### src/rtl/decode_sequencer_pkg.sv
// Shared decode definitions: opcodes, funct3 codes, ALU operations, operand/immediate selectors,
// step counts and the per-uop control bundle.
package decode_sequencer_pkg;

  localparam int unsigned ALU_OP_WIDTH = 5;
  localparam int unsigned JUMP_STEPS   = 2;
  localparam int unsigned BRANCH_STEPS = 2;

  localparam logic [6:0] OPCODE_LOAD    = 7'h03;
  localparam logic [6:0] OPCODE_CUSTOM0 = 7'h0b;
  localparam logic [6:0] OPCODE_OPIMM   = 7'h13;
  localparam logic [6:0] OPCODE_AUIPC   = 7'h17;
  localparam logic [6:0] OPCODE_STORE   = 7'h23;
  localparam logic [6:0] OPCODE_OP      = 7'h33;
  localparam logic [6:0] OPCODE_LUI     = 7'h37;
  localparam logic [6:0] OPCODE_BRANCH  = 7'h63;
  localparam logic [6:0] OPCODE_JALR    = 7'h67;
  localparam logic [6:0] OPCODE_JAL     = 7'h6f;
  localparam logic [6:0] OPCODE_SYSTEM  = 7'h73;

  localparam logic [2:0] FUNCT3_ADD_SUB = 3'b000;
  localparam logic [2:0] FUNCT3_SLL     = 3'b001;
  localparam logic [2:0] FUNCT3_SLT     = 3'b010;
  localparam logic [2:0] FUNCT3_SLTU    = 3'b011;
  localparam logic [2:0] FUNCT3_XOR     = 3'b100;
  localparam logic [2:0] FUNCT3_SRL_SRA = 3'b101;
  localparam logic [2:0] FUNCT3_OR      = 3'b110;
  localparam logic [2:0] FUNCT3_AND     = 3'b111;

  localparam logic [2:0] FUNCT3_BEQ  = 3'b000;
  localparam logic [2:0] FUNCT3_BNE  = 3'b001;
  localparam logic [2:0] FUNCT3_BLT  = 3'b100;
  localparam logic [2:0] FUNCT3_BGE  = 3'b101;
  localparam logic [2:0] FUNCT3_BLTU = 3'b110;
  localparam logic [2:0] FUNCT3_BGEU = 3'b111;
  localparam logic [2:0] FUNCT3_PRIV = 3'b000;

  // ALU_AND is zero so an all-zero control bundle is the idle value.
  localparam logic [ALU_OP_WIDTH-1:0] ALU_AND    = 5'd0;
  localparam logic [ALU_OP_WIDTH-1:0] ALU_ADD    = 5'd1;
  localparam logic [ALU_OP_WIDTH-1:0] ALU_SUB    = 5'd2;
  localparam logic [ALU_OP_WIDTH-1:0] ALU_XOR    = 5'd3;
  localparam logic [ALU_OP_WIDTH-1:0] ALU_OR     = 5'd4;
  localparam logic [ALU_OP_WIDTH-1:0] ALU_SLL    = 5'd5;
  localparam logic [ALU_OP_WIDTH-1:0] ALU_SRL    = 5'd6;
  localparam logic [ALU_OP_WIDTH-1:0] ALU_SRA    = 5'd7;
  localparam logic [ALU_OP_WIDTH-1:0] ALU_SLT    = 5'd8;
  localparam logic [ALU_OP_WIDTH-1:0] ALU_SLTU   = 5'd9;
  localparam logic [ALU_OP_WIDTH-1:0] ALU_EQ     = 5'd10;
  localparam logic [ALU_OP_WIDTH-1:0] ALU_NE     = 5'd11;
  localparam logic [ALU_OP_WIDTH-1:0] ALU_LT     = 5'd12;
  localparam logic [ALU_OP_WIDTH-1:0] ALU_GE     = 5'd13;
  localparam logic [ALU_OP_WIDTH-1:0] ALU_LTU    = 5'd14;
  localparam logic [ALU_OP_WIDTH-1:0] ALU_GEU    = 5'd15;
  localparam logic [ALU_OP_WIDTH-1:0] ALU_MUL    = 5'd16;
  localparam logic [ALU_OP_WIDTH-1:0] ALU_MULH   = 5'd17;
  localparam logic [ALU_OP_WIDTH-1:0] ALU_MULHSU = 5'd18;
  localparam logic [ALU_OP_WIDTH-1:0] ALU_MULHU  = 5'd19;
  localparam logic [ALU_OP_WIDTH-1:0] ALU_DIV    = 5'd20;
  localparam logic [ALU_OP_WIDTH-1:0] ALU_DIVU   = 5'd21;
  localparam logic [ALU_OP_WIDTH-1:0] ALU_REM    = 5'd22;
  localparam logic [ALU_OP_WIDTH-1:0] ALU_REMU   = 5'd23;

  localparam logic [2:0] IMM_NONE  = 3'd0;
  localparam logic [2:0] IMM_I     = 3'd1;
  localparam logic [2:0] IMM_S     = 3'd2;
  localparam logic [2:0] IMM_SB    = 3'd3;
  localparam logic [2:0] IMM_U     = 3'd4;
  localparam logic [2:0] IMM_UJ    = 3'd5;
  localparam logic [2:0] IMM_ZIMM  = 3'd6;
  localparam logic [2:0] IMM_PCINC = 3'd7;

  localparam logic [1:0] ALU_OP_SEL_A_RF   = 2'd0;
  localparam logic [1:0] ALU_OP_SEL_A_PC   = 2'd1;
  localparam logic [1:0] ALU_OP_SEL_A_ZERO = 2'd2;
  localparam logic       ALU_OP_SEL_B_RF   = 1'b0;
  localparam logic       ALU_OP_SEL_B_IMM  = 1'b1;

  localparam logic [1:0] RF_WRITE_ALU = 2'd0;
  localparam logic [1:0] RF_WRITE_LSU = 2'd1;
  localparam logic [1:0] RF_WRITE_CSR = 2'd2;

  localparam logic [1:0] CSR_OP_NONE  = 2'd0;
  localparam logic [1:0] CSR_OP_WRITE = 2'd1;
  localparam logic [1:0] CSR_OP_SET   = 2'd2;
  localparam logic [1:0] CSR_OP_CLEAR = 2'd3;

  localparam logic [1:0] DATA_BYTE = 2'd0;
  localparam logic [1:0] DATA_HALF = 2'd1;
  localparam logic [1:0] DATA_WORD = 2'd2;

  typedef struct packed {
    logic                    rf_we;
    logic [1:0]              rf_write_sel;
    logic [ALU_OP_WIDTH-1:0] alu_op;
    logic [1:0]              op_a_sel;
    logic                    op_b_sel;
    logic                    lsu_w_en;
    logic                    lsu_r_en;
    logic [1:0]              lsu_data_type;
    logic                    lsu_sign_extend;
    logic [1:0]              csr_op;
    logic [11:0]             csr_addr;
    logic                    mm_start;
    logic                    jump;
    logic                    branch;
    logic                    ecall;
    logic                    ebreak;
    logic                    mret;
    logic                    illegal;
  } ctrl_t;

endpackage

### src/rtl/decode_sequencer_uop_decode.sv
// Combinational uop decoder: control bundle, register fields, immediate and step count for one
// (instruction, step) pair. Macro DECODE_M_EXT_EN enables the M-extension OP encodings.
module uop_decode
  import decode_sequencer_pkg::*;
#(
  parameter int unsigned REG_COUNT = 32,
  parameter int unsigned MM_STEPS  = 4,
  parameter int unsigned XLEN      = 32
) (
  input  logic [XLEN-1:0] instr_i,
  input  logic [2:0]      step_i,
  input  logic            compressed_i,
  input  logic            illegal_compressed_i,
  output ctrl_t           ctrl_o,
  output logic [4:0]      rs1_addr_o,
  output logic [4:0]      rs2_addr_o,
  output logic [4:0]      rd_addr_o,
  output logic [XLEN-1:0] imm_o,
  output logic [3:0]      num_steps_o
);

  logic [6:0]  opcode, funct7;
  logic [2:0]  funct3;
  logic [4:0]  rs1, rs2, rd, rs3, rs2_sel;
  logic        use_rs1, use_rs2, use_rd, use_rs3, bad_enc, reg_oob, illegal;
  logic [2:0]  imm_sel;
  logic [3:0]  num_steps;
  logic [31:0] imm32;
  ctrl_t       ctrl;

  assign opcode = instr_i[6:0];
  assign rd     = instr_i[11:7];
  assign funct3 = instr_i[14:12];
  assign rs1    = instr_i[19:15];
  assign rs2    = instr_i[24:20];
  assign rs3    = instr_i[31:27];
  assign funct7 = instr_i[31:25];

  always_comb begin
    ctrl      = '0;
    imm_sel   = IMM_NONE;
    num_steps = 4'd1;
    use_rs1   = 1'b0;
    use_rs2   = 1'b0;
    use_rd    = 1'b0;
    use_rs3   = 1'b0;
    bad_enc   = 1'b0;
    rs2_sel   = rs2;
    case (opcode)
      OPCODE_LUI, OPCODE_AUIPC: begin
        use_rd        = 1'b1;
        ctrl.rf_we    = 1'b1;
        ctrl.alu_op   = ALU_ADD;
        ctrl.op_a_sel = (opcode == OPCODE_LUI) ? ALU_OP_SEL_A_ZERO : ALU_OP_SEL_A_PC;
        ctrl.op_b_sel = ALU_OP_SEL_B_IMM;
        imm_sel       = IMM_U;
      end
      OPCODE_OPIMM: begin
        use_rs1       = 1'b1;
        use_rd        = 1'b1;
        ctrl.rf_we    = 1'b1;
        ctrl.op_b_sel = ALU_OP_SEL_B_IMM;
        imm_sel       = IMM_I;
        case (funct3)
          FUNCT3_ADD_SUB: ctrl.alu_op = ALU_ADD;
          FUNCT3_SLT:     ctrl.alu_op = ALU_SLT;
          FUNCT3_SLTU:    ctrl.alu_op = ALU_SLTU;
          FUNCT3_XOR:     ctrl.alu_op = ALU_XOR;
          FUNCT3_OR:      ctrl.alu_op = ALU_OR;
          FUNCT3_AND:     ctrl.alu_op = ALU_AND;
          FUNCT3_SLL: begin
            ctrl.alu_op = ALU_SLL;
            bad_enc     = (funct7 != 7'h00);
          end
          default: begin
            ctrl.alu_op = (funct7 == 7'h20) ? ALU_SRA : ALU_SRL;
            bad_enc     = (funct7 != 7'h00) && (funct7 != 7'h20);
          end
        endcase
      end
      OPCODE_OP: begin
        use_rs1    = 1'b1;
        use_rs2    = 1'b1;
        use_rd     = 1'b1;
        ctrl.rf_we = 1'b1;
        case (funct7)
          7'h00: begin
            case (funct3)
              FUNCT3_ADD_SUB: ctrl.alu_op = ALU_ADD;
              FUNCT3_SLL:     ctrl.alu_op = ALU_SLL;
              FUNCT3_SLT:     ctrl.alu_op = ALU_SLT;
              FUNCT3_SLTU:    ctrl.alu_op = ALU_SLTU;
              FUNCT3_XOR:     ctrl.alu_op = ALU_XOR;
              FUNCT3_SRL_SRA: ctrl.alu_op = ALU_SRL;
              FUNCT3_OR:      ctrl.alu_op = ALU_OR;
              default:        ctrl.alu_op = ALU_AND;
            endcase
          end
          7'h20: begin
            case (funct3)
              FUNCT3_ADD_SUB: ctrl.alu_op = ALU_SUB;
              FUNCT3_SRL_SRA: ctrl.alu_op = ALU_SRA;
              default:        bad_enc = 1'b1;
            endcase
          end
`ifdef DECODE_M_EXT_EN
          // MUL..REMU codes follow funct3 order starting at ALU_MUL.
          7'h01: ctrl.alu_op = ALU_MUL | {2'b00, funct3};
`endif
          default: bad_enc = 1'b1;
        endcase
      end
      OPCODE_LOAD: begin
        use_rs1              = 1'b1;
        use_rd               = 1'b1;
        ctrl.rf_we           = 1'b1;
        ctrl.rf_write_sel    = RF_WRITE_LSU;
        ctrl.lsu_r_en        = 1'b1;
        ctrl.alu_op          = ALU_ADD;
        ctrl.op_b_sel        = ALU_OP_SEL_B_IMM;
        ctrl.lsu_data_type   = funct3[1:0];
        ctrl.lsu_sign_extend = ~funct3[2];
        imm_sel              = IMM_I;
        bad_enc              = (funct3[1:0] == 2'b11) || (funct3[2] && funct3[1]);
      end
      OPCODE_STORE: begin
        use_rs1            = 1'b1;
        use_rs2            = 1'b1;
        ctrl.lsu_w_en      = 1'b1;
        ctrl.alu_op        = ALU_ADD;
        ctrl.op_b_sel      = ALU_OP_SEL_B_IMM;
        ctrl.lsu_data_type = funct3[1:0];
        imm_sel            = IMM_S;
        bad_enc            = funct3[2] || (funct3[1:0] == 2'b11);
      end
      OPCODE_SYSTEM: begin
        if (funct3 == FUNCT3_PRIV) begin
          bad_enc = (rs1 != 5'd0) || (rd != 5'd0);
          case (instr_i[31:20])
            12'h000: ctrl.ecall  = 1'b1;
            12'h001: ctrl.ebreak = 1'b1;
            12'h302: ctrl.mret   = 1'b1;
            default: bad_enc     = 1'b1;
          endcase
        end else if (funct3 == 3'b100) begin
          bad_enc = 1'b1;
        end else begin
          use_rd            = 1'b1;
          use_rs1           = ~funct3[2];
          ctrl.rf_we        = 1'b1;
          ctrl.rf_write_sel = RF_WRITE_CSR;
          ctrl.csr_op       = funct3[1:0];
          ctrl.csr_addr     = instr_i[31:20];
          ctrl.op_b_sel     = funct3[2] ? ALU_OP_SEL_B_IMM : ALU_OP_SEL_B_RF;
          imm_sel           = funct3[2] ? IMM_ZIMM : IMM_NONE;
        end
      end
      OPCODE_JAL, OPCODE_JALR: begin
        use_rd        = 1'b1;
        use_rs1       = (opcode == OPCODE_JALR);
        bad_enc       = (opcode == OPCODE_JALR) && (funct3 != 3'b000);
        num_steps     = 4'(JUMP_STEPS);
        ctrl.jump     = 1'b1;
        ctrl.alu_op   = ALU_ADD;
        ctrl.op_b_sel = ALU_OP_SEL_B_IMM;
        // Step 0 writes the link address; step 1 forms the target.
        if (step_i == 3'd0) begin
          ctrl.rf_we    = 1'b1;
          ctrl.op_a_sel = ALU_OP_SEL_A_PC;
          imm_sel       = IMM_PCINC;
        end else begin
          ctrl.op_a_sel = (opcode == OPCODE_JAL) ? ALU_OP_SEL_A_PC : ALU_OP_SEL_A_RF;
          imm_sel       = (opcode == OPCODE_JAL) ? IMM_UJ : IMM_I;
        end
      end
      OPCODE_BRANCH: begin
        use_rs1     = 1'b1;
        use_rs2     = 1'b1;
        num_steps   = 4'(BRANCH_STEPS);
        ctrl.branch = 1'b1;
        case (funct3)
          FUNCT3_BEQ:  ctrl.alu_op = ALU_EQ;
          FUNCT3_BNE:  ctrl.alu_op = ALU_NE;
          FUNCT3_BLT:  ctrl.alu_op = ALU_LT;
          FUNCT3_BGE:  ctrl.alu_op = ALU_GE;
          FUNCT3_BLTU: ctrl.alu_op = ALU_LTU;
          FUNCT3_BGEU: ctrl.alu_op = ALU_GEU;
          default:     bad_enc = 1'b1;
        endcase
        if (step_i != 3'd0) begin
          ctrl.alu_op   = ALU_ADD;
          ctrl.op_a_sel = ALU_OP_SEL_A_PC;
          ctrl.op_b_sel = ALU_OP_SEL_B_IMM;
          imm_sel       = IMM_SB;
        end
      end
      OPCODE_CUSTOM0: begin
        use_rs1       = 1'b1;
        use_rs2       = 1'b1;
        use_rs3       = 1'b1;
        use_rd        = 1'b1;
        num_steps     = 4'(MM_STEPS);
        ctrl.mm_start = 1'b1;
        case (step_i)
          3'd0:    rs2_sel = rs2;
          3'd1:    rs2_sel = rs3;
          3'd2:    rs2_sel = rs1;
          default: rs2_sel = rd;
        endcase
      end
      default: bad_enc = 1'b1;
    endcase
  end

  assign reg_oob = (use_rs1 && (32'(rs1) >= REG_COUNT)) || (use_rs2 && (32'(rs2) >= REG_COUNT)) ||
                   (use_rd  && (32'(rd)  >= REG_COUNT)) || (use_rs3 && (32'(rs3) >= REG_COUNT));
  assign illegal = bad_enc | reg_oob | (compressed_i & illegal_compressed_i);

  always_comb begin
    case (imm_sel)
      IMM_I:     imm32 = {{20{instr_i[31]}}, instr_i[31:20]};
      IMM_S:     imm32 = {{20{instr_i[31]}}, instr_i[31:25], instr_i[11:7]};
      IMM_SB:    imm32 = {{20{instr_i[31]}}, instr_i[7], instr_i[30:25], instr_i[11:8], 1'b0};
      IMM_U:     imm32 = {instr_i[31:12], 12'b0};
      IMM_UJ:    imm32 = {{12{instr_i[31]}}, instr_i[19:12], instr_i[20], instr_i[30:21], 1'b0};
      IMM_ZIMM:  imm32 = {27'b0, rs1};
      IMM_PCINC: imm32 = compressed_i ? 32'd2 : 32'd4;
      default:   imm32 = 32'd0;
    endcase
  end

  always_comb begin
    ctrl_o      = ctrl;
    imm_o       = XLEN'($signed(imm32));
    num_steps_o = num_steps;
    if (illegal) begin
      ctrl_o         = '0;
      ctrl_o.illegal = 1'b1;
      imm_o          = '0;
      num_steps_o    = 4'd1;
    end
  end

  assign rs1_addr_o = rs1;
  assign rs2_addr_o = rs2_sel;
  assign rd_addr_o  = rd;

endmodule

### src/rtl/decode_sequencer.sv
// Decode stage: holds one fetched instruction and issues its uops under valid/ready handshakes.
// M-extension decode is enabled by defining DECODE_M_EXT_EN.
module decode_sequencer
  import decode_sequencer_pkg::*;
#(
  parameter int unsigned REG_COUNT = 32,
  parameter int unsigned MM_STEPS  = 4,
  parameter int unsigned XLEN      = 32
) (
  input  logic                         clk_i,
  input  logic                         rst_ni,
  input  logic [XLEN-1:0]              instr_i,
  input  logic                         compressed_i,
  input  logic                         illegal_compressed_i,
  input  logic                         instr_valid_i,
  output logic                         instr_ready_o,
  output logic                         uop_valid_o,
  input  logic                         uop_ready_i,
  output logic [2:0]                   uop_step_o,
  output logic                         uop_last_o,
  input  logic                         branch_taken_i,
  input  logic                         flush_i,
  output logic [$clog2(REG_COUNT)-1:0] rs1_addr_o,
  output logic [$clog2(REG_COUNT)-1:0] rs2_addr_o,
  output logic [$clog2(REG_COUNT)-1:0] rd_addr_o,
  output logic                         rf_we_o,
  output logic [1:0]                   rf_write_sel_o,
  output logic [ALU_OP_WIDTH-1:0]      alu_op_o,
  output logic [1:0]                   op_a_sel_o,
  output logic                         op_b_sel_o,
  output logic [XLEN-1:0]              imm_o,
  output logic                         lsu_w_en_o,
  output logic                         lsu_r_en_o,
  output logic [1:0]                   lsu_data_type_o,
  output logic                         lsu_sign_extend_o,
  output logic [1:0]                   csr_op_o,
  output logic [11:0]                  csr_addr_o,
  output logic                         mm_start_o,
  output logic                         jump_o,
  output logic                         branch_o,
  output logic                         ecall_o,
  output logic                         ebreak_o,
  output logic                         mret_o,
  output logic                         illegal_o
);

  localparam int unsigned RegAw = $clog2(REG_COUNT);
  localparam logic [0:0] ST_IDLE  = 1'b0;
  localparam logic [0:0] ST_ISSUE = 1'b1;

  logic [0:0]      state_q, state_d;
  logic [XLEN-1:0] instr_q, instr_d;
  logic            compressed_q, compressed_d;
  logic            ill_c_q, ill_c_d;
  logic [2:0]      step_q, step_d;

  ctrl_t           ctrl, ctrl_out;
  logic [4:0]      rs1_full, rs2_full, rd_full;
  logic [XLEN-1:0] imm;
  logic [3:0]      num_steps;
  logic            valid, last, fire, accept;

  uop_decode #(
    .REG_COUNT(REG_COUNT),
    .MM_STEPS (MM_STEPS),
    .XLEN     (XLEN)
  ) u_uop_decode (
    .instr_i             (instr_q),
    .step_i              (step_q),
    .compressed_i        (compressed_q),
    .illegal_compressed_i(ill_c_q),
    .ctrl_o              (ctrl),
    .rs1_addr_o          (rs1_full),
    .rs2_addr_o          (rs2_full),
    .rd_addr_o           (rd_full),
    .imm_o               (imm),
    .num_steps_o         (num_steps)
  );

  // Branch step 0 ends the sequence unless execute reports the branch taken.
  always_comb begin
    if (ctrl.branch && (step_q == 3'd0)) begin
      last = ~branch_taken_i;
    end else begin
      last = ({1'b0, step_q} == (num_steps - 4'd1));
    end
  end

  assign valid         = rst_ni & (state_q == ST_ISSUE);
  assign fire          = valid & uop_ready_i;
  assign instr_ready_o = rst_ni & ~flush_i & ((state_q == ST_IDLE) | (fire & last));
  assign accept        = instr_valid_i & instr_ready_o;

  always_comb begin
    state_d      = state_q;
    instr_d      = instr_q;
    compressed_d = compressed_q;
    ill_c_d      = ill_c_q;
    step_d       = step_q;
    if (flush_i) begin
      state_d = ST_IDLE;
      step_d  = 3'd0;
    end else if (accept) begin
      state_d      = ST_ISSUE;
      instr_d      = instr_i;
      compressed_d = compressed_i;
      ill_c_d      = illegal_compressed_i;
      step_d       = 3'd0;
    end else if (fire) begin
      if (last) begin
        state_d = ST_IDLE;
        step_d  = 3'd0;
      end else begin
        step_d = step_q + 3'd1;
      end
    end
  end

  always_ff @(posedge clk_i) begin
    if (!rst_ni) begin
      state_q      <= ST_IDLE;
      instr_q      <= '0;
      compressed_q <= 1'b0;
      ill_c_q      <= 1'b0;
      step_q       <= 3'd0;
    end else begin
      state_q      <= state_d;
      instr_q      <= instr_d;
      compressed_q <= compressed_d;
      ill_c_q      <= ill_c_d;
      step_q       <= step_d;
    end
  end

  assign ctrl_out          = valid ? ctrl : '0;
  assign uop_valid_o       = valid;
  assign uop_step_o        = valid ? step_q : 3'd0;
  assign uop_last_o        = valid & last;
  assign rs1_addr_o        = valid ? rs1_full[RegAw-1:0] : '0;
  assign rs2_addr_o        = valid ? rs2_full[RegAw-1:0] : '0;
  assign rd_addr_o         = valid ? rd_full[RegAw-1:0] : '0;
  assign imm_o             = valid ? imm : '0;
  assign rf_we_o           = ctrl_out.rf_we;
  assign rf_write_sel_o    = ctrl_out.rf_write_sel;
  assign alu_op_o          = ctrl_out.alu_op;
  assign op_a_sel_o        = ctrl_out.op_a_sel;
  assign op_b_sel_o        = ctrl_out.op_b_sel;
  assign lsu_w_en_o        = ctrl_out.lsu_w_en;
  assign lsu_r_en_o        = ctrl_out.lsu_r_en;
  assign lsu_data_type_o   = ctrl_out.lsu_data_type;
  assign lsu_sign_extend_o = ctrl_out.lsu_sign_extend;
  assign csr_op_o          = ctrl_out.csr_op;
  assign csr_addr_o        = ctrl_out.csr_addr;
  assign mm_start_o        = ctrl_out.mm_start;
  assign jump_o            = ctrl_out.jump;
  assign branch_o          = ctrl_out.branch;
  assign ecall_o           = ctrl_out.ecall;
  assign ebreak_o          = ctrl_out.ebreak;
  assign mret_o            = ctrl_out.mret;
  assign illegal_o         = ctrl_out.illegal;

endmodule
### config.mk
export PLATFORM = sky130hd
export DESIGN_NAME = decode_sequencer
export DESIGN_NICKNAME = d
export VERILOG_FILES = /design/src/rtl/decode_sequencer_pkg.sv /design/src/rtl/decode_sequencer_uop_decode.sv /design/src/rtl/decode_sequencer.sv
export SDC_FILE = /design/constraint.sdc
export NUM_CORES = 1
export LEC_CHECK = 0
export CORE_ASPECT_RATIO = 1.75
export CORE_MARGIN = 1.5
export CORE_UTILIZATION = 25
export DETAILED_ROUTE_END_ITERATION = 6
export PLACE_DENSITY = 0.49
export SETUP_SLACK_MARGIN = 0.3
export SYNTH_ARGS = -nofsm -noshare
export SYNTH_HDL_FRONTEND = slang
export SYNTH_HIERARCHICAL = 1
export SYNTH_SLANG_ARGS = --single-unit
### constraint.sdc
create_clock -name clk_i -period 5.7 [get_ports clk_i]
set_input_delay 0.855 -clock clk_i [delete_from_list [all_inputs] [get_ports clk_i]]
set_output_delay 0.855 -clock clk_i [all_outputs]
set_load 0.005 [all_outputs]
# Word-level counts from Yosys, hierarchy flattened
# Cells that the tools add are included.
[word_totals]
ff_bits = 38
inputBits = 40
out_inout_bits = 90
[op_classes]
add_sub_neg = 2
n_eq_ne = 33
n_mux = 70
bitwise = 15
n_reduce_logical = 35
[ops]
columns = ["operator", "n"]
rows = [
  ["case mux 32 bit (7 select lines)", 1],
  ["two-way mux 37 bit", 2],
  ["two-way mux 32 bit", 2],
  ["two-way mux 14 bit", 3],
  ["two-way mux 3 bit", 13],
  ["case mux 5 bit (7 select lines)", 1],
  ["== test 7 x 6 -> 1 bit (second input constant)", 4],
  ["== test 7 bit (second input constant)", 4],
  ["case mux 4 bit (7 select lines)", 1],
  ["== test 3 bit (second input constant)", 8],
  ["two-way mux 1 bit", 24],
  ["case mux 4 bit (6 select lines)", 1],
  ["two-way mux 5 bit", 4],
  ["case mux 5 bit (4 select lines)", 1],
  ["case mux 3 bit (6 select lines)", 1],
  ["OR reduction 6 bit", 3],
  ["== test 3 x 2 -> 1 bit (second input constant)", 5],
  ["case mux 5 bit (3 select lines)", 1],
  ["== test 7 x 5 -> 1 bit (second input constant)", 2],
  ["== test 12 x 1 -> 1 bit (second input constant)", 1],
  ["== test 12 x 10 -> 1 bit (second input constant)", 1],
  ["logical NOT 12 bit", 1],
  ["case mux 3 bit (2 select lines)", 2],
  ["OR reduction 2 bit", 6],
  ["31 further kinds", 63],
]

# Depth between registers and ports, before layout
# Gate-level depths: netlist (run 1).
[depth]
ltp_word = 16
mapped_depth = 18
mapped_depth_nobuf = 13

# By module
# Netlist (run 1), hierarchy kept.
[modules_own_cells]
columns = ["mod", "n_inst", "cells_each", "area_per_inst_um2", "seq_area_each_um2"]
rows = [
  ["decode_sequencer", 1, 299, 2347.3, 760.7],
  ["uop_decode", 1, 317, 2080.7, 0.0],
]

# Worst setup path after synthesis (run 1)
# OpenSTA, ideal clock, no wires.
[synth_timing]
path_type = "flip-flop to output port"
startpoint = "register instr_q[25]"
endpoint = "output port instr_ready_o"
arrival_ps = 3136
setup_slack_ps = 1709
path_stages_with_launch = 13
path_buffers = 1
path_cell_list = "dfxtp_1 > or4_4 > nor4_2 > o2111ai_1 > a211o_1 > buf_6 > a211oi_2 > inv_1 > ha_1 > xor2_1 > nand4_1 > o311a_1 > nor2_1"
[synth_between]
elab_chain_len = 13
[synth_lines]
columns = ["item", "line", "rtl"]
rows = [
  ["from (decl)", "decode_sequencer.sv:52", "logic [XLEN-1:0] instr_q, instr_d;"],
  ["from (signal assigned)", "decode_sequencer.sv:128", "instr_q <= instr_d;"],
  ["== test 12 x 10 -> 1 bit, or another cell as far along", "decode_sequencer_uop_decode.sv:139", "case (instr_i[31:20])"],
  ["OR reduction 3 bit (no line)", "n/a", ""],
  ["two-way mux 1 bit", "decode_sequencer_uop_decode.sv:139", ""],
  ["two-way mux 1 bit", "decode_sequencer_uop_decode.sv:137", "if (funct3 == FUNCT3_PRIV) begin"],
  ["case mux 1 bit (8 select lines) (*)", "decode_sequencer_uop_decode.sv:49", "case (opcode)"],
  ["bitwise OR 1 bit (*)", "decode_sequencer_uop_decode.sv:217", "assign illegal = bad_enc | reg_oob | (compressed_i & illegal_compressed_i);"],
  ["two-way mux 3 bit (*)", "decode_sequencer_uop_decode.sv:236", "if (illegal) begin"],
  ["named net num_steps[1]", "decode_sequencer.sv:60", "logic [3:0] num_steps;"],
  ["subtractor 4 x 1 -> 4 bit (*)", "decode_sequencer.sv:85", "last = ({1'b0, step_q} == (num_steps - 4'd1));"],
  ["== test 3 x 4 -> 1 bit (*)", "decode_sequencer.sv:85", ""],
  ["two-way mux 1 bit (*)", "decode_sequencer.sv:82", "if (ctrl.branch && (step_q == 3'd0)) begin"],
  ["AND 1 bit (*)", "decode_sequencer.sv:91", "assign instr_ready_o = rst_ni & ~flush_i & ((state_q == ST_IDLE) | (fire & last));"],
  ["bitwise OR 1 bit (*)", "decode_sequencer.sv:91", ""],
  ["AND 1 bit (*)", "decode_sequencer.sv:91", ""],
  ["to (decl)", "decode_sequencer.sv:16", "output logic instr_ready_o,"],
]
# Mark *: on every way through the listed nets, which the timed path passes. The rest lies on a longest branch.

# Final worst setup path (run 1)
# Same ends and word-level chain as after synthesis.

==> results.md, run 1 <==
* Status: complete, no violations
* # diodes at 0
* Endpoints failing setup at 0
* R2r setup slk at 1.30 ns
* Setup TNS Final at 0 ns
* Hold depth at 2
* GP Congestion at 0.865
* Min-Delay Path Class: reg -> reg
* Grt ovf at 0
* Dpl hpwl at 13000 µm
* Most common cell after layout, fill and taps aside: clkdlybuf4s50_1
* Max-cap viol count at 0
* Main synth FF type: dfxtp_1
* WHS Endpoint: ill_c_q
* Crit Path Category: reg -> out
* Most frequent cells in the layout: clkdlybuf4s50_1 (127), nand2_1 (120), and3_1 (91)
* Post-CTS Setup Repair Bufs at 0
* Crit path time final at 5.12 ns
* Cell Rows at 64
* Die Width at 104 µm
* Crit end category: primary output
* Clock share of power at 38.4%
* Asr flop ratio synth at 0%
* Post-Synthesis Cells at 616
* Slew Limit Fails at 0
* PwrDens at 126 nW/µm²
* 1st-iter DRT viols at 269
* Final ANT Viol Nets at 0
* # IOs at 130
* Period Utilization, post-route at 89.8%
* Slew margin rel. at 30.7%
* Clk_lat worst skew at 0.28 ns
* Via count at 4802
* LEAKAGE at 0.00214 µW
* Largest net degree at the start of global routing at 93
* Root buffer selected by CTS: clkbuf_16
* Hold_buf cts at 0
* H-tree depth at 2
* Initial Utilization at 25.5%
* Clock sinks at 38
* Vias in the first global route at 4847
* Pin slew with the least headroom to its limit at 1.02 ns
* Setup Skew at 0.00355 ns
* Max clock buf depth at 2
* CTS tree: yes
* Combinational share of power at 18.9%
* #FFs+latches synth at 38
* Worst R2R Path Depth at 13
* Cts repair resizes at 0
* Die Area at 18600 µm²
* Type of origin of the critical path: flop
* Sequential share of the synthesized area at 17.2%
* Reg2reg end: instr_q[14]
* Die Ht at 179 µm
* Layout cells sized above 1 at 9.58%
* DRC at 0
* GRT Resource Usage Total at 18.3%
* Synth warn at 6
* Total CTS buffers at 5
* Clock-pin slew on the worst setup and hold paths at 0.06 ns
* Post-synth EDFFs at 0
* Fin. Hold Viols at 0
* HP Start: ill_c_q
* Final wirelength at 17300 µm
* First-pass GRT wire length at 26900 µm
* Port buffer count at 128
* Vias per cell at 5.22
* Total power at 729 µW
* Netlist cell types at 69
* Initial antenna violation count at 0
* Switching power at 214 µW
* CP required at 4.85 ns
* TritonRoute pass-1 iters at 5
* Wirelength per Cell at 18.8 µm
* RSZ-0062 raised after global routing: no
* Internal cell power at 515 µW
* Mapped Area at 4430 µm²
* Avg Cell Area, Syn at 7.19 µm²
* Layout fillers at 1878
* Switching share of power at 29.3%
* Core area at 17400 µm²
* Layout area overhead at 31.1%
* Worst vdd ir at 0.102 mV
* Worst r2r src: instr_q[25]
* Sequential share of power at 42.7%
* Nets at 737
* Worst EP arrival at 4.26 ns
* CP Max Fanout at 6
* Max Clk Rate at 195 MHz
[cells in the mapped netlist, drive strengths merged, types with 6 or more instances]
master | n | area (µm²)
ha | 9 | 113
dfxtp | 38 | 761
clkbuf | 42 | 158
o21ai | 12 | 60.1
nor2b | 6 | 37.5
a211oi | 27 | 218
nor2 | 19 | 73.8
nand2 | 120 | 450
and3 | 91 | 569
and2 | 14 | 87.6
buf | 33 | 284
or2 | 6 | 37.5
nand3 | 13 | 70.1
nor4 | 7 | 68.8
nor3 | 37 | 300
a21oi | 13 | 65.1
inv | 10 | 37.5
mux2i | 35 | 350
[worst max path at each step]
stage,start,to,slack (ns),cells past startpoint
floorplan,instr_q[25],instr_ready_o,1.71,12
global placement,instr_q[5],instr_ready_o,0.71,12
detailed placement,instr_q[5],instr_ready_o,0.61,12
CTS,instr_q[5],instr_ready_o,0.31,12
global route,instr_q[13],instr_ready_o,0.32,12
finish,instr_q[25],instr_ready_o,0.58,12
[critical path: stages (launching register included)]
cell and delay (ns):
dfxtp_1 0.36, or4_4 0.58, nor2_2 0.24, a311oi_1 0.15, or3_2 0.60, a211oi_2 0.30
inv_1 0.07, ha_1 0.29, xor2_1 0.14, nand4_1 0.14, o311a_1 0.46, nor2_1 0.14
clkdlybuf4s50_1 0.51
[cells by family (layout without fill, tap and decap cells)]
kind of cell               count (synthesis)  after routing  share of synthesized area, %
and+or+nand+nor                          342            342                          43.4
AOI/OAI and AO/OA                        100            100                          16.8
buffers and inverters                     85            157                          10.8
DFF                                       38             38                          17.2
muxes                                     36             36                          8.17
adders and majority gates                  9              9                          2.54
xor gates and xnor gates                   5              5                         0.989
other                                      1              2                        0.0847
[state kept, by name (all words and copies together), names as in the netlist]
register and cells:
state_q 1, ill_c_q 1, compressed_q 1, step_q 3
instr_q 32
[power by group through the flow]
stage | clock network, µW | registers [µW] | logic, µW
floorplan | 0 | 296 | 100
global placement | 0 | 315 | 138
detailed placement | 0 | 317 | 138
CTS | 286 | 311 | 139
global route | 300 | 315 | 150
finish | 280 | 311 | 138
[per-layer routing]
| layer | wire (µm) | part of all wire (%) | GRT usage [%] |
|---|---|---|---|
| met4 | 714 | 4.1 | 9.43 |
| met3 | 840 | 4.9 | 2.47 |
| met5 | 0 | 0 | 0 |
| met1 | 6810 | 39 | 20.5 |
| met2 | 8920 | 52 | 33.7 |
[area by class of cell]
type                    instances  area, µm²  area share, %
multi-input cells             494       3200           55.2
repair buffers                139       1360           23.5
flip-flops and latches         38        764           13.2
well taps                     231        289           4.98
clock buffers                   7        143           2.46
inverters                      10       37.5          0.647
clock inverters                 1       5.00         0.0862
[stage by stage]
step	worst slack [ns]	hold WS, ns	instance area (µm²)	std cells	util [%]
floorplan	1.71	0.431	4430	617	-
global placement	0.714	0.448	5650	912	32.5
global route	0.324	0.519	5800	920	33.4
detailed placement	0.608	0.452	5650	912	32.5
finish	0.582	0.462	5800	920	33.4
CTS	0.305	0.460	5800	920	33.4
Note: power is estimated with default switching activity, not from simulation.
==> run 2: changes to the inputs <==
--- a/config.mk
+++ b/config.mk
@@ -9,7 +9,7 @@
 export CORE_MARGIN = 1.5
 export CORE_UTILIZATION = 25
 export DETAILED_ROUTE_END_ITERATION = 6
-export PLACE_DENSITY = 0.49
+export PLACE_DENSITY = 0.5
 export SETUP_SLACK_MARGIN = 0.3
 export SYNTH_ARGS = -nofsm -noshare
 export SYNTH_HDL_FRONTEND = slang
==> constraint.sdc (replaced) <==
create_clock -name clk_i -period 4.14 [get_ports clk_i]
set_input_delay 0.621 -clock clk_i [delete_from_list [all_inputs] [get_ports clk_i]]
set_output_delay 0.621 -clock clk_i [all_outputs]
set_load 0.005 [all_outputs]
==> results.md, run 2 (synthesis gave the netlist of run 1 again) <==
* Status: finished with violations
* Failing checks: setup timing
* Top cell by count, worst path: buf_4
* Max-cap viol count at 0
* Endpoints failing setup at 23
* Port buffer count at 128
* Max Clk Rate at 234 MHz
* Pin slew with the least headroom to its limit at 0.718 ns
* Cell Rows at 64
* Initial Utilization at 25.5%
* Max clock buf depth at 2
* Combinational share of power at 26.1%
* Slew Limit Fails at 0
* Root buffer selected by CTS: clkbuf_16
* # diodes at 0
* Min-Delay Path Class: reg -> reg
* 1st-iter DRT viols at 316
* DP Area at 6130 µm²
* CP Max Fanout at 5
* Layout area overhead at 61.1%
* Max reg flops at 32
* Die Width at 104 µm
* PwrDens at 172 nW/µm²
* Internal cell power at 886 µW
* Fin area at 7130 µm²
* H-tree depth at 2
* Clock share of power at 41.4%
* Period Utilization, post-route at 103%
* Layout fillers at 1817
* Vias in the first global route at 5214
* CP top delay family: simple AND/OR/NAND/NOR gates
* CP Buf/Inv Count at 4
* Type of origin of the critical path: flop
* Switching power at 340 µW
* LEAKAGE at 0.00333 µW
* Most frequent cells in the layout: nand2_1 (119), and3_1 (90), buf_4 (75)
* Dpl hpwl at 13800 µm
* CP required at 3.52 ns
* PnR worst setup slack at -0.140 ns
* CP max stage cell: or4_4
* Largest net degree at the start of global routing at 159
* Layout cells sized above 1 at 26.2%
* GRT Resource Usage Total at 19.7%
* Switching share of power at 27.7%
* Worst vdd ir at 0.255 mV
* RSZ-0062 raised after global routing: yes
* First-pass GRT wire length at 28800 µm
* TritonRoute pass-1 iters at 7
* Crit path time final at 4.28 ns
* Hold_buf cts at 0
* Most common cell after layout, fill and taps aside: nand2_1
* Setup Skew at 0.00904 ns
* Clock sinks at 38
* Crit Path Category: reg -> out
* Die Area at 18600 µm²
* Die Ht at 179 µm
* Total CTS buffers at 5
* Nets at 827
* Clk_lat worst skew at 0.29 ns
* Crit end category: primary output
* # IOs at 130
* Fin. Hold Viols at 0
* GP Congestion at 0.905
* Largest stage delay, worst path at 0.57 ns
* Core area at 17400 µm²
* Worst EP arrival at 3.66 ns
* Final ANT Viol Nets at 0
* Biggest regs: instr_q: 32 flops, step_q: 3 flops
* Clock-pin slew on the worst setup and hold paths at 0.06 ns
* Setup TNS Final at -0.553 ns
* Final wirelength at 19700 µm
* Grt ovf at 0
* Sequential share of power at 32.5%
* CP Cell Sequence: or4_4 > buf_4 > nor2_4 > a311oi_1 > or3_4 > a211oi_4 > inv_1 > ha_4 > xor2_1 > nand4_1 > buf_4 > o311a_4 > nor2_1 > buf_2
* Wirelength per Cell at 19.5 µm
* Initial antenna violation count at 0
* Via count at 5284
* Vias per cell at 5.23
* Register name with the most flops: instr_q
* DRC at 0
* Slew margin rel. at 51.8%
* CTS tree: yes
==> run 2: cell count changes in the layout (fill, tap and decap cells not counted), sizes merged <==
cell           delta
clkbuf            +6
dlygate4sd2      +21
clkdlybuf4s15     +2
clkdlybuf4s50    -56
dlymetal6s2s     +26
bufinv            +2
buf              +89
==> run 2: path summary, 6_finish.rpt <==
check / slack [ns] / to / cells after the start / start
max: -0.14 / instr_ready_o / 14 / instr_q[31]
min: 0.47 / ill_c_q / 2 / ill_c_q
max reg2reg: -0.06 / step_q[0] / 22 / instr_q[31]
min reg2reg: 0.47 / ill_c_q / 2 / ill_c_q
==> run 2: layer usage <==
metal | up-vias | wire length (µm) | global-route usage (%)
li1 | 2523 | - | -
met1 | 2530 | 7370 | 20.3
met2 | 195 | 10800 | 39.8
met3 | 36 | 888 | 2.54
met4 | 0 | 639 | 7.93
met5 | - | 0 | 0
==> run 2: timing repair <==
action | CTS | global route
gates cloned | 4 | 3
pin swaps | 17 | 19
gates resized for setup | 67 | 89
setup buffers | 17 | 7
setup endpoints to repair | 90 | 78
==> run 2: worst reg2reg max path, cell delays in order (launching register included) <==
cell      delay, ns
dfxtp_2        0.32
or4_4          0.57
buf_4          0.17
nor2_4         0.12
a311oi_1       0.10
or3_4          0.45
a211oi_4       0.25
inv_1          0.11
ha_4           0.27
xor2_1         0.16
nand4_1        0.16
buf_4          0.16
o32a_1         0.17
buf_4          0.14
buf_6          0.10
buf_6          0.10
buf_6          0.10
buf_6          0.10
buf_6          0.10
buf_6          0.10
buf_6          0.12
a21oi_4        0.15
nor3_2         0.06
==> run 2: layout make-up <==
type                       instances  area [µm²]  share of cell area (%)
clock buffer                       5         125                    1.75
clock inverter                     3        68.8                   0.965
inverter                          10        37.5                   0.526
multi-input combinational        494        3520                    49.4
sequential                        38         764                    10.7
tap                              231         289                    4.05
timing repair buffer             229        2330                    32.6
==> run 2: through the flow <==
step	hold WS, ns	total power (µW)	utilization (%)	worst slack [ns]	std cells
after floorplan	0.431	546	-	0.383	617
after global placement	0.456	668	35.3	-0.0722	971
after detailed placement	0.463	670	35.3	-0.0989	971
after CTS	0.471	1210	38.5	-0.0377	1000
after global routing	0.488	1270	41.0	-0.279	1010
final	0.469	1230	41.0	-0.140	1010
==> run 2: power groups by stage <==
stage	registers, µW	clock network (µW)	logic [µW]
2_1_floorplan	408	0	138
3_3_place_gp	405	0	263
3_5_place_dp	406	0	264
4_1_cts	398	512	299
5_1_grt	401	528	340
6_report	398	507	320
==> run 3: changes to the inputs <==
--- a/config.mk
+++ b/config.mk
@@ -9,9 +9,8 @@
 export CORE_MARGIN = 1.5
 export CORE_UTILIZATION = 25
 export DETAILED_ROUTE_END_ITERATION = 6
-export PLACE_DENSITY = 0.5
+export PLACE_DENSITY = 0.54
 export SETUP_SLACK_MARGIN = 0.3
 export SYNTH_ARGS = -nofsm -noshare
 export SYNTH_HDL_FRONTEND = slang
-export SYNTH_HIERARCHICAL = 1
 export SYNTH_SLANG_ARGS = --single-unit
==> results.md, run 3 <==
* RSZ-0062 raised after global routing: yes
* HP Start: ill_c_q
* Final ANT Viol Nets at 0
* Max clock buf depth at 2
* Port buffer count at 128
* Biggest regs: instr_q: 32 flops, step_q: 3 flops
* Total power at 1110 µW
* Post-synth EDFFs at 0
* Clock-pin slew on the worst setup and hold paths at 0.06 ns
* R2r setup slk at 0.94 ns
* Worst r2r src: instr_q[14]
* Placed Cells at 762
* Grt ovf at 0
* TritonRoute pass-1 iters at 5
* Main synth FF type: dfxtp_1
* Crit Path Category: reg -> out
* Post-Synthesis Cells at 472
* Setup Skew at 0.0128 ns
* Initial Utilization at 25.5%
* Cell Rows at 54
* Die Width at 88.0 µm
* Period Utilization, post-route at 90.7%
* Status: complete, no violations
* Vias in the first global route at 3868
* Max-cap viol count at 0
* # IOs at 130
* Reg area at 769 µm²
* Setup TNS Final at 0 ns
* Type of origin of the critical path: flop
* Dpl hpwl at 11200 µm
* Worst EP arrival at 3.13 ns
* Max Clk Rate at 266 MHz
* Asr flop ratio synth at 0%
* Layout Utilization at 40.7%
* Multi-input gate area at 2260 µm²
* Most common cell after layout, fill and taps aside: clkdlybuf4s50_1
* CP max stage cell: o211ai_1
* Root buffer selected by CTS: clkbuf_16
* Worst path depth at 9
* Die Area at 13300 µm²
* First-pass GRT wire length at 21500 µm
* WHS Endpoint: ill_c_q
* Mapped Area at 3160 µm²
* Synth top cells by count: nand2_1 (75), o21ai_0 (51), nor2_1 (39)
* Worst vdd ir at 0.211 mV
* Largest net degree at the start of global routing at 48
* Synth warn at 0
* Min-Delay Path Class: reg -> reg
* Crit end category: primary output
* Wirelength per Cell at 19.1 µm
* Die Ht at 152 µm
* Syn_nets at 516
* Area contributors post-synth: dfxtp_1 (24%), nand2_1 (8.9%), o21ai_0 (8.1%), a21oi_1 (5.1%), nor2_1 (4.6%)
* PnR worst setup slack at 0.386 ns
* CP Max Fanout at 9
* Vias per cell at 5.22
* Initial antenna violation count at 0
* #FFs+latches synth at 38
* Nets at 649
* CP Buf/Inv Count at 3
* Final wirelength at 14800 µm
* Layout cells sized above 1 at 12.5%
* Endpoints failing setup at 0
* GP Congestion at 0.942
* Register name with the most flops: instr_q
* Core area at 12400 µm²
* Top-count cell post-synth: nand2_1
* H-tree depth at 2
* DRC at 0
* Fin. Hold Viols at 0
* Crit path time final at 3.75 ns
* Final Non-Filler Cells at 774
* # diodes at 0
* CP Cell Sequence: inv_1 > ha_1 > nor2b_4 > a211oi_2 > buf_4 > or3_1 > o211ai_1 > a21oi_1 > clkdlybuf4s50_1
* Via count at 4042
* Total CTS buffers at 5
* Hold depth at 2
* LEAKAGE at 0.00176 µW
* GRT Resource Usage Total at 21.4%
* Most frequent cells in the layout: clkdlybuf4s50_1 (126), nand2_1 (73), o21ai_0 (50)
* CTS tree: yes
* Slew Limit Fails at 0
* 1st-iter DRT viols at 356
* Slew margin rel. at 50.0%
* Layout fillers at 1331
* Cell taking the most area after synthesis: dfxtp_1
* Sequential share of the synthesized area at 24.1%
* Yosys top cell area share at 24.1%
* PwrDens at 222 nW/µm²
* Clock sinks at 38
* Largest stage delay, worst path at 0.50 ns
* Netlist cell types at 60
* Avg Cell Area, Syn at 6.69 µm²
* CP required at 3.52 ns
* Pin slew with the least headroom to its limit at 0.745 ns
* Layout area overhead at 59.2%
* Max reg flops at 32
* Clk_lat worst skew at 0.29 ns
* CP top delay family: buffers and inverters
* Pre-CTS WS at 0.397 ns
* Worst R2R Path Depth at 10
* Reg2reg end: instr_q[29]
## run 3: tightest hold or removal path, stage by stage, from the launching register on
cell	delay [ns]
dfxtp_1	0.31
nand2_1	0.06
o21ai_1	0.05
## run 3: cell families after synthesis
group,count (synthesis),share of synthesized area (%)
xor+xnor,1,0.277
flops,38,24.1
buf+inv,48,6.89
fa+ha+maj,4,1.58
other cells,1,0.119
simple gates,227,37.4
mux,2,0.634
compound gates,151,29.0
## run 3: cell type report
cell class | count | area share (%)
Multi-Input combinational cell | 386 | 44.9
Timing Repair Buffer | 162 | 30.7
Sequential cell | 38 | 15.3
Tap cell | 168 | 4.18
Clock buffer | 6 | 2.76
Clock inverter | 2 | 1.19
Inverter | 12 | 0.896
## run 3: metrics by stage
| step | cell area (µm²) | hold WS (ns) |
|---|---|---|
| floorplan | 3160 | 0.429 |
| global placement | 4700 | 0.441 |
| detailed placement | 4700 | 0.452 |
| CTS | 4930 | 0.459 |
| global route | 5030 | 0.505 |
| finish | 5030 | 0.464 |
## run 3: report_power, final
group | total [µW] | internal [µW] | leakage [µW] | switching (µW)
sequential | 427 | 387 | 0.000314 | 40.0
clock | 519 | 362 | 0.0000971 | 157
combinational | 168 | 84.8 | 0.00135 | 83.2
total | 1110 | 833 | 0.00176 | 281
## run 3: routing by layer
metal	GRT usage, %	wire length [µm]	vias to the layer above
met2	37.3	7670	171
met1	26.0	5960	1897
met4	9.68	416	0
li1	-	-	1951
met3	2.11	716	23
met5	0	0	-
## run 3: worst max-delay path by stage
stage / to / start
2_1_floorplan: imm_o[21] / step_q[0]
3_3_place_gp: imm_o[5] / step_q[0]
3_5_place_dp: imm_o[14] / instr_q[2]
4_1_cts: imm_o[14] / instr_q[28]
5_1_grt: imm_o[14] / instr_q[25]
6_report: imm_o[14] / step_q[1]
## run 3: timing repair
action	CTS	global route
setup buffers	0	4
setup endpoints to repair	35	46
pin swaps	0	5
gates resized for setup	11	18
hold buffers	0	0
hold endpoints to repair	0	0
